File: config.mk
export PLATFORM = sky130hd
export DESIGN_NAME = fetch_unit
export DESIGN_NICKNAME = d
export VERILOG_FILES = /design/src/rtl/fetch_unit.sv
export SDC_FILE = /design/constraint.sdc
export NUM_CORES = 1
export LEC_CHECK = 0
export CAP_MARGIN = 20
export CORE_MARGIN = 5
export CORE_UTILIZATION = 45
export CTS_CLUSTER_DIAMETER = 60
export CTS_CLUSTER_SIZE = 8
export DETAILED_ROUTE_END_ITERATION = 10
export PLACE_DENSITY = 0.67
export SETUP_SLACK_MARGIN = 0.5
export SYNTH_ARGS = -nofsm -noshare
export SYNTH_HDL_FRONTEND = slang
export SYNTH_SLANG_ARGS = --single-unit
File: constraint.sdc
create_clock -name clk -period 7.2 [get_ports clk]
set_input_delay 1.44 -clock clk [delete_from_list [all_inputs] [get_ports clk]]
set_output_delay 1.44 -clock clk [all_outputs]
set_load 0.05 [all_outputs]
File: src/rtl/fetch_unit.sv
// -----------------------------------------------------------------------------
// fetch_unit
//   Instruction fetch front end. It issues 4-word read bursts to memory and
//   pushes the returned words with their byte addresses into an 8-entry
//   instruction FIFO. The decode stage drains the FIFO through a valid/ready
//   handshake. A redirect flushes the FIFO and restarts fetch at a new address.
//   Any beats still outstanding from the current burst are discarded.
//
// Ports
//   clk, reset        : clock, synchronous active-high reset
//   mem_addr          : burst start byte address (0 unless mem_enable)
//   mem_enable        : one-cycle burst request strobe
//   mem_rd_wr         : constant 1 (read)
//   mem_access_size   : constant 2'b01 (4-word burst)
//   mem_busy          : memory busy; blocks a new request
//   mem_data_out      : read data, one word per BEAT cycle
//   inst, inst_pc     : FIFO head word and its byte address (0 when empty)
//   inst_valid        : FIFO non-empty
//   inst_ready        : decode accepts the head this cycle
//   redirect          : flush and restart fetch at redirect_pc
//   redirect_pc       : restart byte address, bits [1:0] ignored
// -----------------------------------------------------------------------------
module fetch_unit #(
   parameter logic [31:0] RESET_PC = 32'h80020000
) (
   input  logic        clk,
   input  logic        reset,
   output logic [31:0] mem_addr,
   output logic        mem_enable,
   output logic        mem_rd_wr,
   output logic [1:0]  mem_access_size,
   input  logic        mem_busy,
   input  logic [31:0] mem_data_out,
   output logic [31:0] inst,
   output logic [31:0] inst_pc,
   output logic        inst_valid,
   input  logic        inst_ready,
   input  logic        redirect,
   input  logic [31:0] redirect_pc
);

   localparam int DEPTH = 8;

   typedef enum logic [1:0] {
      S_IDLE = 2'd0,
      S_REQ  = 2'd1,
      S_WAIT = 2'd2,
      S_BEAT = 2'd3
   } state_e;

   state_e      state_q, state_d;
   logic [1:0]  beat_q, beat_d;
   logic        drop_q, drop_d;
   logic [31:0] fetch_pc_q, fetch_pc_d;
   logic [31:0] base_q, base_d;

   logic [31:0] fifo_inst_q [DEPTH];
   logic [31:0] fifo_pc_q   [DEPTH];
   logic [2:0]  rd_ptr_q, rd_ptr_d;
   logic [2:0]  wr_ptr_q, wr_ptr_d;
   logic [3:0]  count_q, count_d;

   logic        push, pop;
   logic [31:0] beat_pc;

   // Low address bits of the redirect target are deliberately dropped.
   logic unused_rpc;
   assign unused_rpc = ^redirect_pc[1:0];

   // ---------------------------------------------------------------- outputs
   assign mem_rd_wr       = 1'b1;
   assign mem_access_size = 2'b01;
   assign mem_enable      = (state_q == S_REQ) && !reset;
   assign mem_addr        = mem_enable ? fetch_pc_q : 32'd0;

   assign inst_valid = (count_q != 4'd0) && !reset;
   assign inst       = inst_valid ? fifo_inst_q[rd_ptr_q] : 32'd0;
   assign inst_pc    = inst_valid ? fifo_pc_q[rd_ptr_q]   : 32'd0;

   // A redirect voids both handshakes in its cycle. The full check is only a
   // guard: the IDLE admission rule (count <= 4) already rules out overflow.
   assign beat_pc = base_q + {28'd0, beat_q, 2'b00};
   assign push    = (state_q == S_BEAT) && !drop_q && !redirect
                    && (count_q != 4'(DEPTH));
   assign pop     = inst_valid && inst_ready && !redirect;

   // ------------------------------------------------------------------- FSM
   always_comb begin
      state_d    = state_q;
      beat_d     = beat_q;
      drop_d     = drop_q;
      fetch_pc_d = fetch_pc_q;
      base_d     = base_q;

      case (state_q)
         S_IDLE: begin
            if ((count_q <= 4'd4) && !mem_busy && !redirect)
               state_d = S_REQ;
         end
         S_REQ: begin
            base_d     = fetch_pc_q;
            fetch_pc_d = fetch_pc_q + 32'd16;
            state_d    = S_WAIT;
         end
         S_WAIT: begin
            beat_d  = 2'd0;
            state_d = S_BEAT;
         end
         S_BEAT: begin
            beat_d = beat_q + 2'd1;
            if (beat_q == 2'd3)
               state_d = S_IDLE;
         end
         default: state_d = S_IDLE;
      endcase

      // A redirect overrides the +16 advance. If a burst is in flight, its
      // remaining beats are marked stale so the burst can run out harmlessly.
      if (redirect) begin
         fetch_pc_d = {redirect_pc[31:2], 2'b00};
         if (state_q != S_IDLE)
            drop_d = 1'b1;
      end

      if (state_d == S_IDLE)
         drop_d = 1'b0;
   end

   always_ff @(posedge clk) begin
      if (reset) begin
         state_q    <= S_IDLE;
         beat_q     <= 2'd0;
         drop_q     <= 1'b0;
         fetch_pc_q <= RESET_PC;
         base_q     <= 32'd0;
      end else begin
         state_q    <= state_d;
         beat_q     <= beat_d;
         drop_q     <= drop_d;
         fetch_pc_q <= fetch_pc_d;
         base_q     <= base_d;
      end
   end

   // ------------------------------------------------------------------ FIFO
   always_comb begin
      rd_ptr_d = rd_ptr_q;
      wr_ptr_d = wr_ptr_q;
      count_d  = count_q;
      if (redirect) begin
         rd_ptr_d = 3'd0;
         wr_ptr_d = 3'd0;
         count_d  = 4'd0;
      end else begin
         if (push)
            wr_ptr_d = wr_ptr_q + 3'd1;
         if (pop)
            rd_ptr_d = rd_ptr_q + 3'd1;
         case ({push, pop})
            2'b10:   count_d = count_q + 4'd1;
            2'b01:   count_d = count_q - 4'd1;
            default: count_d = count_q;
         endcase
      end
   end

   always_ff @(posedge clk) begin
      if (reset) begin
         rd_ptr_q <= 3'd0;
         wr_ptr_q <= 3'd0;
         count_q  <= 4'd0;
      end else begin
         rd_ptr_q <= rd_ptr_d;
         wr_ptr_q <= wr_ptr_d;
         count_q  <= count_d;
      end
   end

   // Storage needs no reset; entries are only read when count covers them.
   always_ff @(posedge clk) begin
      if (push && !reset) begin
         fifo_inst_q[wr_ptr_q] <= mem_data_out;
         fifo_pc_q[wr_ptr_q]   <= beat_pc;
      end
   end

endmodule

## After elaboration in Yosys (flattened, before gate mapping)

Memory sizes are Yosys's and may differ from the RTL's. A register that Yosys moved wholly into a read port is not among the register bits.
Index checks and enable logic that the tools add are counted.
Widths: inputs -> output; s select.

- Flip-flop bits (word level): 79
- RAM bits: 512
- Input bits: 69
- Output and inout bits: 101
- Memories: 2

- Add/sub/neg operators: 7
- $lt $le $gt $ge: 1
- Equal/unequal tests: 7
- Muxes and demuxes: 16
- Reduce and logical (&&, ||, !) cells: 24

Memories:

| name | depth | width | read ports | clocked after Yosys merged registers in | write ports | RTL line | RTL |
|---|---|---|---|---|---|---|---|
| fifo_inst_q | 8 | 32 | 1 | 1 | 1 | 57 | `logic [31:0] fifo_inst_q [DEPTH];` |
| fifo_pc_q | 8 | 32 | 1 | 1 | 1 | 58 | `logic [31:0] fifo_pc_q [DEPTH];` |

Operators by type and width:

| kind | number |
|---|---|
| $mux 32 | 5 |
| $add 32x4->32 | 1 |
| $add 32x5->32 const B | 1 |
| $mux 3 | 4 |
| $logic_and 1x1->1 | 10 |
| $eq 2x2->1 const B | 4 |
| $pmux 2 s4 | 1 |
| $pmux 4 s2 | 1 |
| $reduce_bool 2->1 | 4 |
| $add 3x1->3 const B | 2 |
| $add 4x1->4 const B | 1 |
| $eq 2x1->1 const B | 2 |
| $le 4x3->1 const B | 1 |
| $logic_not 1->1 | 4 |
| $logic_not 2->1 | 2 |
| $mux 2 | 2 |
| $ne 4x4->1 const B | 1 |
| $pmux 2 s2 | 1 |
| $reduce_bool 4->1 | 1 |
| $reduce_or 2->1 | 2 |
| $sub 4x1->4 const B | 1 |
| $add 2x1->2 const B | 1 |
| $mux 1 | 2 |
| $reduce_and 2->1 | 1 |

## Longest topological paths before layout

Gate-level depths: netlist of the first run.

- Depth after elaboration: 7
- Depth in mapped cells: 11
- Depth with buffers taken out: 9

## Worst setup path before layout of the first run

OpenSTA, ideal clock, no wires.

- Path kind: input -> register
- From: in redirect
- To: mem fifo_inst_q[1][0] (enable)
- Library setup time: 0.558 ns
- Arrival time: 6.747 ns
- Required time: 6.642 ns
- Setup slack: -0.105 ns
- Stages on the path: 4
- Cells stage by stage: or2_2 a211o_1 or3b_2 nor3_1

- Longest elaborated chain between the ends: 6

RTL lines:

| what | RTL line | RTL |
|---|---|---|
| start, declared | 38 | `input logic redirect,` |
| $logic_not 1->1 | 83 | `assign push = (state_q == S_BEAT) && !drop_q && !redirect` |
| $logic_and 1x1->1 | 83 |  |
| $logic_and 1x1->1 | 84 | `&& (count_q != 4'(DEPTH));` |
| $logic_and 1x1->1 | 181 | `if (push && !reset) begin` |
| $mux 1 | 181 |  |
| $mux 1 (not written as such) | 182 | `fifo_inst_q[wr_ptr_q] <= mem_data_out;` |
| end, declared | 57 |  |

No other way between the ends.

==> results.txt, run 1 <==
The number of synthesized flops with an enable pin was 496; the worst-path maximum fanout was 56. The run gives 2220 ps as the worst slack at placement. The logs give 929 for the initial DRC count and 46.5% for the portion of total power attributed to the clock network. In this run, the combinational gates consume 2.5% of the power. Max-cap violations in this run came to 0.

The net switching component of the power was 1440 uW; the synthesized instance count was 1367. The final critical path takes up 72.4% of the cycle. The fraction of registers with async set/reset is 0%, and the netlist area before placement is 0.0232 mm^2.

Summing over every cut layer, the via total after detailed routing is 12552. In the layout the commonest cells are sky130_fd_sc_hd__edfxtp_1, sky130_fd_sc_hd__clkdlybuf4s50_1, sky130_fd_sc_hd__mux4_2. The detailed-route vias per instance works out to 5.57. Kind of end point of the critical path: an output port. The footprint of the multi-input gates was 0.00644 mm^2; the final worst slack was 1990 ps. Synthesis instantiated 59 different standard cells from the library. The clock net in this run drives a total of 574 sinks. The count of TritonRoute iterations in the first routing pass was 5. In the final timing run, aggregate negative setup slack is 0 ps. In this run the worst hold path is classified as flop to flop. Counting cells, the worst reg-to-reg path comes to 5. The tools report the number of nets at the end of the flow as 1629. The logs give 0 for the number of endpoints failing setup at the final stage and 0 for the remaining number of nets flagged by the antenna check after routing. The die covers 0.0562 mm^2. Of all cell types, the one taking the most synthesized area is sky130_fd_sc_hd__edfxtp_1. The floorplan step set the die width to 237 um. The internal power was 5740 uW; the remaining global-route overflow was 0. In this run switching power makes up 20.0% of total power. TritonCTS created 82 clock buffers. For the number of ports placed on the die boundary, the log shows 170. The critical path is of the flop to output port type. In this run the critical register-to-register path is captured at fifo_inst_q[3][27]. In this run the core area contains 83 standard-cell rows. For flop-to-flop paths, the worst setup slack is 3900 ps. TritonCTS built the clock tree. The number of antenna violations at the first check in global routing was 2; the shortest clock period the worst path allows after layout was 5210 ps.

The logs give 0 for the final routed DRC violation total and 0.0165 mm^2 for the area used by sequential logic in the layout. The synthesized design devotes to its leading area cell type 64.1% of total area. The total wire length is 48600 um, and the number of max-slew violations in the final report is 0.

Via count of the first global-routing pass: 13147. In this run the critical register-to-register path is launched from state_q[1]. Entering global routing, the biggest net connects 75 pins. The first global-routing pass estimated 75900 um of wire.

The flow ran to the end, and the final reports show no timing, DRC or antenna violations. At the pin with the least slew margin, the transition time is 1100 ps. The logs give 17.2% for the aggregate global-route resource usage and 0.0512 mm^2 for the placeable core area. Cell area after layout: 0.0279 mm^2. Areal power density over the cells: 257 mW/mm^2.

Count of cells resized by post-cts repair: 0. In the final layout, the share of cells above drive strength 1 is 16.5%. The area growth from synthesis to layout is 20.2%. Yosys attributes the largest share of cell area to sky130_fd_sc_hd__edfxtp_1, sky130_fd_sc_hd__mux4_2, sky130_fd_sc_hd__dfxtp_1, sky130_fd_sc_hd__mux2i_1, sky130_fd_sc_hd__nor2_1.

Summing all placed instances gives a cell area of 0.0257 mm^2. The source-to-sink clock delay at the later pin of the worst-skew pair is 610 ps, and the arrival time at the worst endpoint is 3770 ps. The initial utilization of the core area, before any placement, comes to 45.4%. The die is 237 um tall. The peak supply drop is 0.159 mV, and the number of hold-slack violations in the final timing report is 0.

The cell at the root of the clock tree is sky130_fd_sc_hd__clkbuf_16. Number of inserted filler cells in the final layout: 3959. Once the clock tree was built, the setup fixing pass inserted 0 buffers. Input and output buffers added on the ports amount to 160. Counting along the longest clock path gives a buffer depth of 3. Registers are responsible for 51.0% of the overall power. Endpoint of the worst setup timing path: inst_pc[2]. Clock-pin slew was measured on the worst setup and hold paths at 50 ps. Static timing analysis puts the maximum clock frequency at 192 MHz. The number of register bits inferred by synthesis was 574; the required time of the critical path was 5760 ps. Summing the sequential cell areas from Yosys gives 70.9% of the chip area.

The worst setup path is launched from a flop. The repair_antennas step left the layout with diodes totalling 0. The HPWL after detailed placement is 27300 um.

In this run the most critical hold path is launched from base_q[2]. For this design, the CTS-stage hold fixing added 0 buffers. The logs give 3 for the maximum level of the CTS H-tree and 26.9% for the max-slew headroom at the worst pin.

At the end of routability-driven placement, the weighted congestion stood at 0.794. Summed over all cells, the static leakage comes to 0.00875 uW. Setup repair after global routing left no endpoint under its margin. The library cell used most frequently in the layout, excluding fill and tap cells, is sky130_fd_sc_hd__edfxtp_1. Among all flip-flop cells after synthesis, the most frequent one is sky130_fd_sc_hd__edfxtp_1. In the final routed layout, each cell accounts on average for 21.5 um.

The clock arrives with 25.1 ps of skew. Yosys printed 0 warnings. A synthesized cell averages 17.0 um^2.

The utilization after layout was 54.5%.
-- area by class of cell --
| cell class | instances | area share, % |
|---|---|---|
| repair buffers | 184 | 6.76 |
| clock buffers | 102 | 7.62 |
| well taps | 680 | 3.05 |
| inverters | 14 | 0.188 |
| flip-flops and latches | 574 | 59.0 |
| clock inverters | 7 | 0.323 |
| multi-input cells | 694 | 23.1 |
-- metrics by stage --
step | instances | hold slack, ps | total power (uW)
after floorplan | 1372 | 429 | 3810
after CTS | 2252 | 461 | 7240
final | 2255 | 460 | 7180
after global placement | 2143 | 443 | 3890
after global routing | 2255 | 477 | 7420
after detailed placement | 2143 | 449 | 3900
-- critical path, stage by stage (launching register included) --
cell                              delay, ps
sky130_fd_sc_hd__dfxtp_4                950
sky130_fd_sc_hd__buf_12                 490
sky130_fd_sc_hd__mux4_2                 570
sky130_fd_sc_hd__mux2i_1                320
sky130_fd_sc_hd__nor2_1                  80
sky130_fd_sc_hd__clkdlybuf4s50_1        730
-- per-layer routing --
| layer | global-route usage (%) | share of wire, % | vias up | routed length, um |
|---|---|---|---|---|
| met5 | 0 | 0.051 | - | 25 |
| met4 | 4.79 | 1.4 | 4 | 704 |
| met3 | 3.85 | 6.0 | 62 | 2920 |
| met2 | 27.4 | 48 | 380 | 23400 |
| met1 | 24.4 | 44 | 6379 | 21500 |
| li1 | - | - | 5727 | - |
-- power groups by stage --
stage	clock [uW]	sequential, uW	combinational (uW)
CTS	3410	3660	176
global placement	0	3720	170
floorplan	0	3710	100
finish	3340	3660	177
global route	3570	3660	193
detailed placement	0	3720	174
-- Yosys cell counts, drive strengths merged, types with 3 or more instances --
library cell and count:
edfxtp 496, mux4 124, nor2 113, nand2 87, dfxtp 78, mux2i 68, clkbuf 59, a21oi 36
and3 35, buf 31, xnor2 29, nand3 23, nand4 18, nor3 18, xor2 15, inv 13
nor4 10, o21ai 10, a211oi 9, ha 9, or3 9, a311oi 8, and4 6, nand2b 6
a2111oi 4, and2 4, o41ai 4, or2 4, a211o 3, and3b 3, or4 3
-- registers in the layout (all words and copies together) (netlist names), named ones only --
| register | count |
|---|---|
| fifo_inst_q | 256 |
| rd_ptr_q | 3 |
| base_q | 30 |
| beat_q | 2 |
| fetch_pc_q | 30 |
| fifo_pc_q | 240 |
| drop_q | 1 |
| count_q | 4 |
| wr_ptr_q | 3 |
| state_q | 2 |
-- how the worst min path moves through the flow --
stage / slack [ps] / cells after the start / end
after floorplan: 430 / 1 / drop_q
after global placement: 440 / 1 / drop_q
after detailed placement: 450 / 1 / drop_q
after CTS: 460 / 1 / drop_q
after global routing: 480 / 1 / drop_q
final: 460 / 2 / base_q[2]
-- cells by family (layout without fill, tap and decap cells) --
logic type / Yosys count / in the layout / synth area share, %
compound gates: 92 / 92 / 2.67
xor+xnor: 44 / 44 / 1.66
fa+ha+maj: 10 / 10 / 0.571
buf+inv: 104 / 307 / 1.84
flops: 574 / 574 / 70.9
mux: 193 / 193 / 15.0
other cells: 2 / 7 / 0.0323
simple gates: 348 / 348 / 7.35
(Power assumes the default switching activity.)
==> inputs of run 2 (changes only) <==
==> constraint.sdc (replaced) <==
create_clock -name clk -period 4.5 [get_ports clk]
set_input_delay 0.9 -clock clk [delete_from_list [all_inputs] [get_ports clk]]
set_output_delay 0.9 -clock clk [all_outputs]
set_load 0.05 [all_outputs]
==> run 2 against run 1 <==
Cell area is 2.6% higher. Clock-buffer cell count grew 1. Sequential power rose by 60%. Clock skew fell by 5.7 ps. Sequential cell count unchanged. Global-route usage increased by 0.17 points. Critical path type unchanged. Critical endpoint is now mem_enable.
==> results.txt, run 2 (synthesis gave the netlist of run 1 again) <==
The worst min-delay path class was flop to flop. The floorplan step set the die height to 237 um. Data on the critical path arrives at its endpoint at 2810 ps.

For this design the total switching power over the nets is 2280 uW. The register with the most flip-flops is fifo_inst_q. The tools report the via count of the first global-routing pass as 13238.

The area overhead of the layout relative to synthesis works out to 23.3%. Across every metal layer, demand over resource in global routing totals 17.4%. The initial utilization of the core area, before any placement, comes to 45.4%. The number of antenna diodes in the final layout is 0. In this run, the number of DRC markers left after iteration 0 of detailed routing was 842.

The number of hold-slack violations in the final timing report was 0. Headroom to the max-slew limit came out at 35.3%. Relative contribution of combinational cells to total power: 2.5%. Clock-pin slew was measured on the worst setup and hold paths at 60 ps.

The commonest non-fill, non-tap cell in the layout was sky130_fd_sc_hd__edfxtp_1. Data on the critical path is required at its endpoint by 3600 ps. Clock latency on the worst-skew pair, taken at its later pin, is 590 ps.

The clock drives 574 sinks. Entering global routing, the biggest net connects 64 pins. The number of antenna violations at the first check in global routing was 2. The count of nets left with antenna violations once routing finished came out at 0. TritonCTS built the clock tree. The core region is 0.0512 mm^2.

The run gives 9190 uW as the internal power. The register with the most flip-flops in the layout has 256 of them. The clock passes through at most 3 buffers. The first global-routing pass estimated 76900 um of wire. The half-perimeter wire length after detailed placement was 28300 um; the sequential group share of total power was 51.1%.

The switching part of the total was 19.9%; the number of inserted filler cells in the final layout was 3899. The remaining global-route overflow came out at 0. The number of buffers added on ports came out at 160.

Routability-driven placement finished with a final weighted congestion of 0.817. The tools report the final worst slack as 795 ps. CTS placed an instance of sky130_fd_sc_hd__clkbuf_16 at the clock tree root. The worst-case IR drop observed on VDD is 0.256 mV. The final critical path takes up 82.3% of the cycle. The kind of end point of the critical path is an output port. The detailed-route vias per instance was 5.59; the detailed-route wire length per cell was 21.9 um. The count of TritonRoute iterations in the first routing pass came out at 5. For the number of max-slew violations in the final report, the log shows 0. The number of endpoints failing setup at the final stage was 0. The H-tree generated during clock tree synthesis spans 3 levels.

Setup repair after global routing left no endpoint under its margin. Across the run, the number of max-cap violations was 0. In the final layout, the share of cells above drive strength 1 is 21.1%. The floorplan has 83 rows.

Wires add up to 49600 um. For this design the static power due to leakage is 0.00912 uW. In this run, the clock network consumes 46.4% of the power. The worst path in the final design needs a cycle of 3710 ps, including I/O delays and setup.

The die boundary width was 237 um; the timing-limited maximum frequency was 270 MHz. The flow ran to the end, and the final reports show no timing, DRC or antenna violations. At the pin with the least slew margin, the transition time is 962 ps. For this run, design rule violations remaining after detail routing come to 0. After the last flow step, the layout net total stands at 1640.

Timing analysis after detailed placement gives a worst setup slack of 796 ps. Pin placement for this block handled 170 I/O pins. Kind of start point of the critical path: a flop. In this run the worst path has a maximum fanout of 34. The library cells used most frequently in the layout, excluding fill and tap cells, are sky130_fd_sc_hd__edfxtp_1, sky130_fd_sc_hd__mux4_2, sky130_fd_sc_hd__nor2_1.

The critical path in this run is classified as flop to output port. In this run, CTS created clock tree buffers numbering 81. The final worst clock skew is 19.4 ps. The areal power density over the cells works out to 401 mW/mm^2. The run gives 457 ps as the worst hold slack. In the final layout, the registers with the most flip-flops are fifo_inst_q x256, fifo_pc_q x240. The detailed router placed 12677 vias in this run. The die covers 0.0562 mm^2.
run 2: cell types whose count changed in the layout (fill, tap and decap cells not counted):
cell | previous run | this run
sky130_fd_sc_hd__buf_4 | 14 | 26
sky130_fd_sc_hd__clkbuf_1 | 20 | 21
sky130_fd_sc_hd__nor2b_4 | 1 | 2
sky130_fd_sc_hd__clkinv_4 | 1 | 0
sky130_fd_sc_hd__clkdlybuf4s50_1 | 159 | 96
sky130_fd_sc_hd__clkinv_1 | 2 | 1
sky130_fd_sc_hd__buf_12 | 9 | 72
sky130_fd_sc_hd__clkbuf_2 | 1 | 0
run 2: worst max-delay path, stage by stage, from the launching register on:
cell                              delay (ps)
sky130_fd_sc_hd__dfxtp_1                 680
sky130_fd_sc_hd__nand2b_1                330
sky130_fd_sc_hd__buf_4                   380
sky130_fd_sc_hd__nor2_1                   70
sky130_fd_sc_hd__clkdlybuf4s50_1         730
run 2: final cells by class:
cell class                      count  area, um^2  area share [%]
Tap cell                          680         851            2.97
Timing Repair Buffer              195        2600            9.09
Sequential cell                   574       16500            57.5
Multi-Input combinational cell    695        6450            22.5
Clock inverter                      5        77.6           0.271
Inverter                           14        52.6           0.184
Clock buffer                      103        2130            7.44
run 2: metal layers:
layer | up-vias | share of wire, % | GRT usage (%)
met1 | 6459 | 43 | 24.4
met5 | - | 0.069 | 0
met4 | 4 | 1.8 | 4.92
met3 | 85 | 6.6 | 4.20
li1 | 5741 | - | -
met2 | 388 | 48 | 27.6
run 2: worst paths after layout:
check        startpoint            endpoint  slack, ps  cells after the start
max          state_q[1]          mem_enable        790                      4
min              drop_q              drop_q        460                      1
max reg2reg  state_q[1]  fifo_inst_q[5][27]       1570                      5
min reg2reg      drop_q              drop_q        460                      1
run 2: power by group through the flow:
stage / clock network [uW] / logic, uW / registers [uW]
floorplan: 0 / 160 / 5930
global placement: 0 / 273 / 5960
detailed placement: 0 / 284 / 5960
CTS: 5450 / 286 / 5860
global route: 5690 / 313 / 5860
finish: 5320 / 286 / 5860
run 2: what timing repair did:
action	4_1_cts	5_1_grt
endpoints found under the setup margin	0	23
buffers inserted	0	1
hold buffers	0	0
gates resized for setup	0	1
run 2: metrics by stage:
step	instance area [um^2]	util [%]	total power (uW)	cells	setup TNS, ps
floorplan	23300	-	6090	1372	-129370
global placement	26400	51.6	6230	2156	0
detailed placement	26400	51.6	6240	2156	0
CTS	28600	55.9	11600	2264	0
global route	28600	55.9	11900	2266	0
finish	28600	55.9	11500	2266	0
==> inputs of run 3 (changes only) <==
==> constraint.sdc (replaced) <==
create_clock -name clk -period 3.2 [get_ports clk]
set_input_delay 0.64 -clock clk [delete_from_list [all_inputs] [get_ports clk]]
set_output_delay 0.64 -clock clk [all_outputs]
set_load 0.05 [all_outputs]
==> run 3 against run 2 <==
Total power rose by 41%. Register-to-register slack got worse by 860 ps. Cell area rose by 6.5%. Sequential share of layout area fell by 3.5 points. Final cell count rose by 2.3%. Clock-buffer cell count rose by 6. Hold slack got worse by 1.5 ps. Global-route usage rose by 1.6 points. Sequential power rose by 40%. Clock skew fell by 5.1 ps. Wire length rose by 10%. Setup slack got worse by 640 ps.
==> results.txt, run 3 (synthesis gave the netlist of run 1 again) <==
The shortest clock period the worst path allows after layout is 3050 ps, and the largest net degree at the start of global routing is 78. The startpoint identified for the worst register-to-register timing path is beat_q[0]. Area overhead of the layout relative to synthesis: 31.3%. The count of TritonRoute iterations in the first routing pass is 5, and the number of cells on the worst hold path is 2.

Across the run, the number of max-cap violations was 0. The logs give 3 for the maximum buffer depth of the clock tree and 2560 ps for the required time of the critical path. The first routing iteration left 1131 violations.

The die boundary width is 237 um. The worst hold path belongs to the class flop to flop. The tools report the total placed cells including tap cells as 2170. For the via count of the first global-routing pass, the log shows 13778. The worst register-to-register path has a depth of 7. CTS built an H-tree with a depth of 3.

The congestion estimate from routability-driven global placement came to 0.814. The number of endpoints failing setup at the final stage was 0; the number of ports placed on the die boundary was 170. In this run the remaining antenna-violating nets after routing total 0. TritonCTS built the clock tree.

After detailed routing, the number of remaining DRC violations is 0. The number of max-slew violations in the final report came out at 0. The timing-limited maximum frequency was 328 MHz. Excluding fillers, the count of instances in the completed layout stands at 2318.

Ranked by flip-flop count, first place goes to fifo_inst_q. The worst slack at placement was 126 ps; the clock sink total was 574. The tools report the placeable core area as 0.0512 mm^2. The root buffer cell chosen for the clock tree is sky130_fd_sc_hd__clkbuf_16. The clock arrives with 14.3 ps of skew. The peak supply drop came out at 0.322 mV. The number of hold-slack violations in the final timing report was 0. The number of buffers added on ports works out to 160. Launch point of the worst hold path: base_q[2].

The wire length of the first global-routing pass is 82600 um. Clock-pin slew was measured on the worst setup and hold paths at 50 ps. For this run, the post-layout net count is 1688. The tools report the source-to-sink clock delay at the later pin of the worst-skew pair as 600 ps. The final worst slack was 152 ps; the remaining global-route overflow was 0. The initial utilization of the core area, before any placement, comes to 45.4%. The commonest non-fill, non-tap cell in the layout is sky130_fd_sc_hd__edfxtp_1. The number of buffers inserted by hold repair at cts is 0, and the via total after detailed routing is 13162. Fraction of final layout cells with drive strength greater than 1: 32.1%. The standard-cell row count was 83; the number of diodes was 0.

For the total wire length, the log shows 54600 um. The flow ran to the end, and the final reports show no timing, DRC or antenna violations. The vertical die dimension works out to 237 um.

After detailed routing, the average wire length per cell comes to 23.5 um. The critical path in this run is classified as flop to output port. The pin slew with the least headroom to its limit works out to 873 ps. Setup repair after global routing could not meet its margin everywhere. The kind of end point of the critical path was an output port. The ratio of final minimum period to clock period was 95.3%; the cell leakage power was 0.00984 uW. The worst register-to-register path ends at fifo_pc_q[5][22]. The detailed-route vias per instance is 5.68, and the number of clock buffers inserted by TritonCTS is 81. Leaving out fill and tap cells, the most frequent cells in the layout are sky130_fd_sc_hd__edfxtp_1, sky130_fd_sc_hd__mux4_2, sky130_fd_sc_hd__buf_12. The endpoint with the worst hold slack is base_q[2]. The worst-path maximum fanout is 8, and the arrival time at the worst endpoint is 2410 ps.

The half-perimeter wire length after detailed placement was 30000 um. The filler cells instantiated in the layout total 3627. For the worst hold slack, the log shows 455 ps.

The largest registers in the layout are fifo_inst_q x256, fifo_pc_q x240. The register with the most flip-flops in the layout has 256 of them. The kind of start point of the critical path was a flop.

Power spread over the standard cell area amounts to 531 mW/mm^2. The run gives 41.2% as the max-slew headroom at the worst pin. In the global route stage, overall resource usage came out at 19.0%.

In this run the register-to-register setup slack is 710 ps. The die covers 0.0562 mm^2. The number of antenna violations at the first check in global routing came out at 0.
[run 3: critical path: stages (launching register included)]
cell                      delay (ps)
sky130_fd_sc_hd__dfxtp_4         390
sky130_fd_sc_hd__buf_12          160
sky130_fd_sc_hd__buf_16          160
sky130_fd_sc_hd__buf_4           120
sky130_fd_sc_hd__mux4_2          540
sky130_fd_sc_hd__mux2i_4         210
sky130_fd_sc_hd__nor2_2           70
sky130_fd_sc_hd__buf_12          150
[run 3: layer usage]
metal	part of all wire [%]	track usage (%)	vias to the layer above
met4	1.5	4.99	0
met2	50	31.2	495
li1	-	-	5854
met3	6.9	3.56	65
met5	0	0	-
met1	42	26.5	6748
[run 3: timing repair]
| item | in CTS | in global routing |
|---|---|---|
| gates cloned | 13 | 6 |
| setup buffers | 6 | 11 |
| hold endpoints to repair | 0 | 0 |
| setup endpoints to repair | 92 | 72 |
| pin swaps | 3 | 8 |
| gates resized for setup | 50 | 38 |
[run 3: how the worst max path moves through the flow]
| stage | from | to | slack [ps] |
|---|---|---|---|
| 3_3_place_gp | redirect | fifo_pc_q[6][27] | 130 |
| 6_report | flop | inst_pc[6] | 150 |
| 2_1_floorplan | redirect | fifo_inst_q[0][0] | -400 |
| 5_1_grt | flop | inst[1] | 80 |
| 3_5_place_dp | redirect | fifo_pc_q[6][27] | 130 |
| 4_1_cts | flop | inst_pc[8] | 120 |
[run 3: where the power goes]
| group | total (uW) | leakage [uW] | internal, uW | switching [uW] |
|---|---|---|---|---|
| combinational | 454 | 0.00361 | 187 | 267 |
| clock | 7510 | 0.00107 | 4640 | 2860 |
| sequential | 8230 | 0.00516 | 8160 | 71.6 |
[run 3: stage by stage]
stage	power, uW	instance area (um^2)	utilization, %	setup TNS, ps
4_1_cts	16300	30100	58.8	0
3_5_place_dp	8810	27300	53.2	0
3_3_place_gp	8790	27300	53.2	0
6_report	16200	30500	59.6	0
2_1_floorplan	8570	23500	-	-49190
5_1_grt	16700	30500	59.6	0
[run 3: layout make-up]
class | count | area [um^2] | area share (%)
Clock inverter | 3 | 26.3 | 0.0862
Multi-Input combinational cell | 695 | 6950 | 22.8
Clock buffer | 109 | 2170 | 7.13
Inverter | 14 | 52.6 | 0.172
Tap cell | 680 | 851 | 2.79
Sequential cell | 574 | 16500 | 54.1
Timing Repair Buffer | 243 | 3960 | 13.0
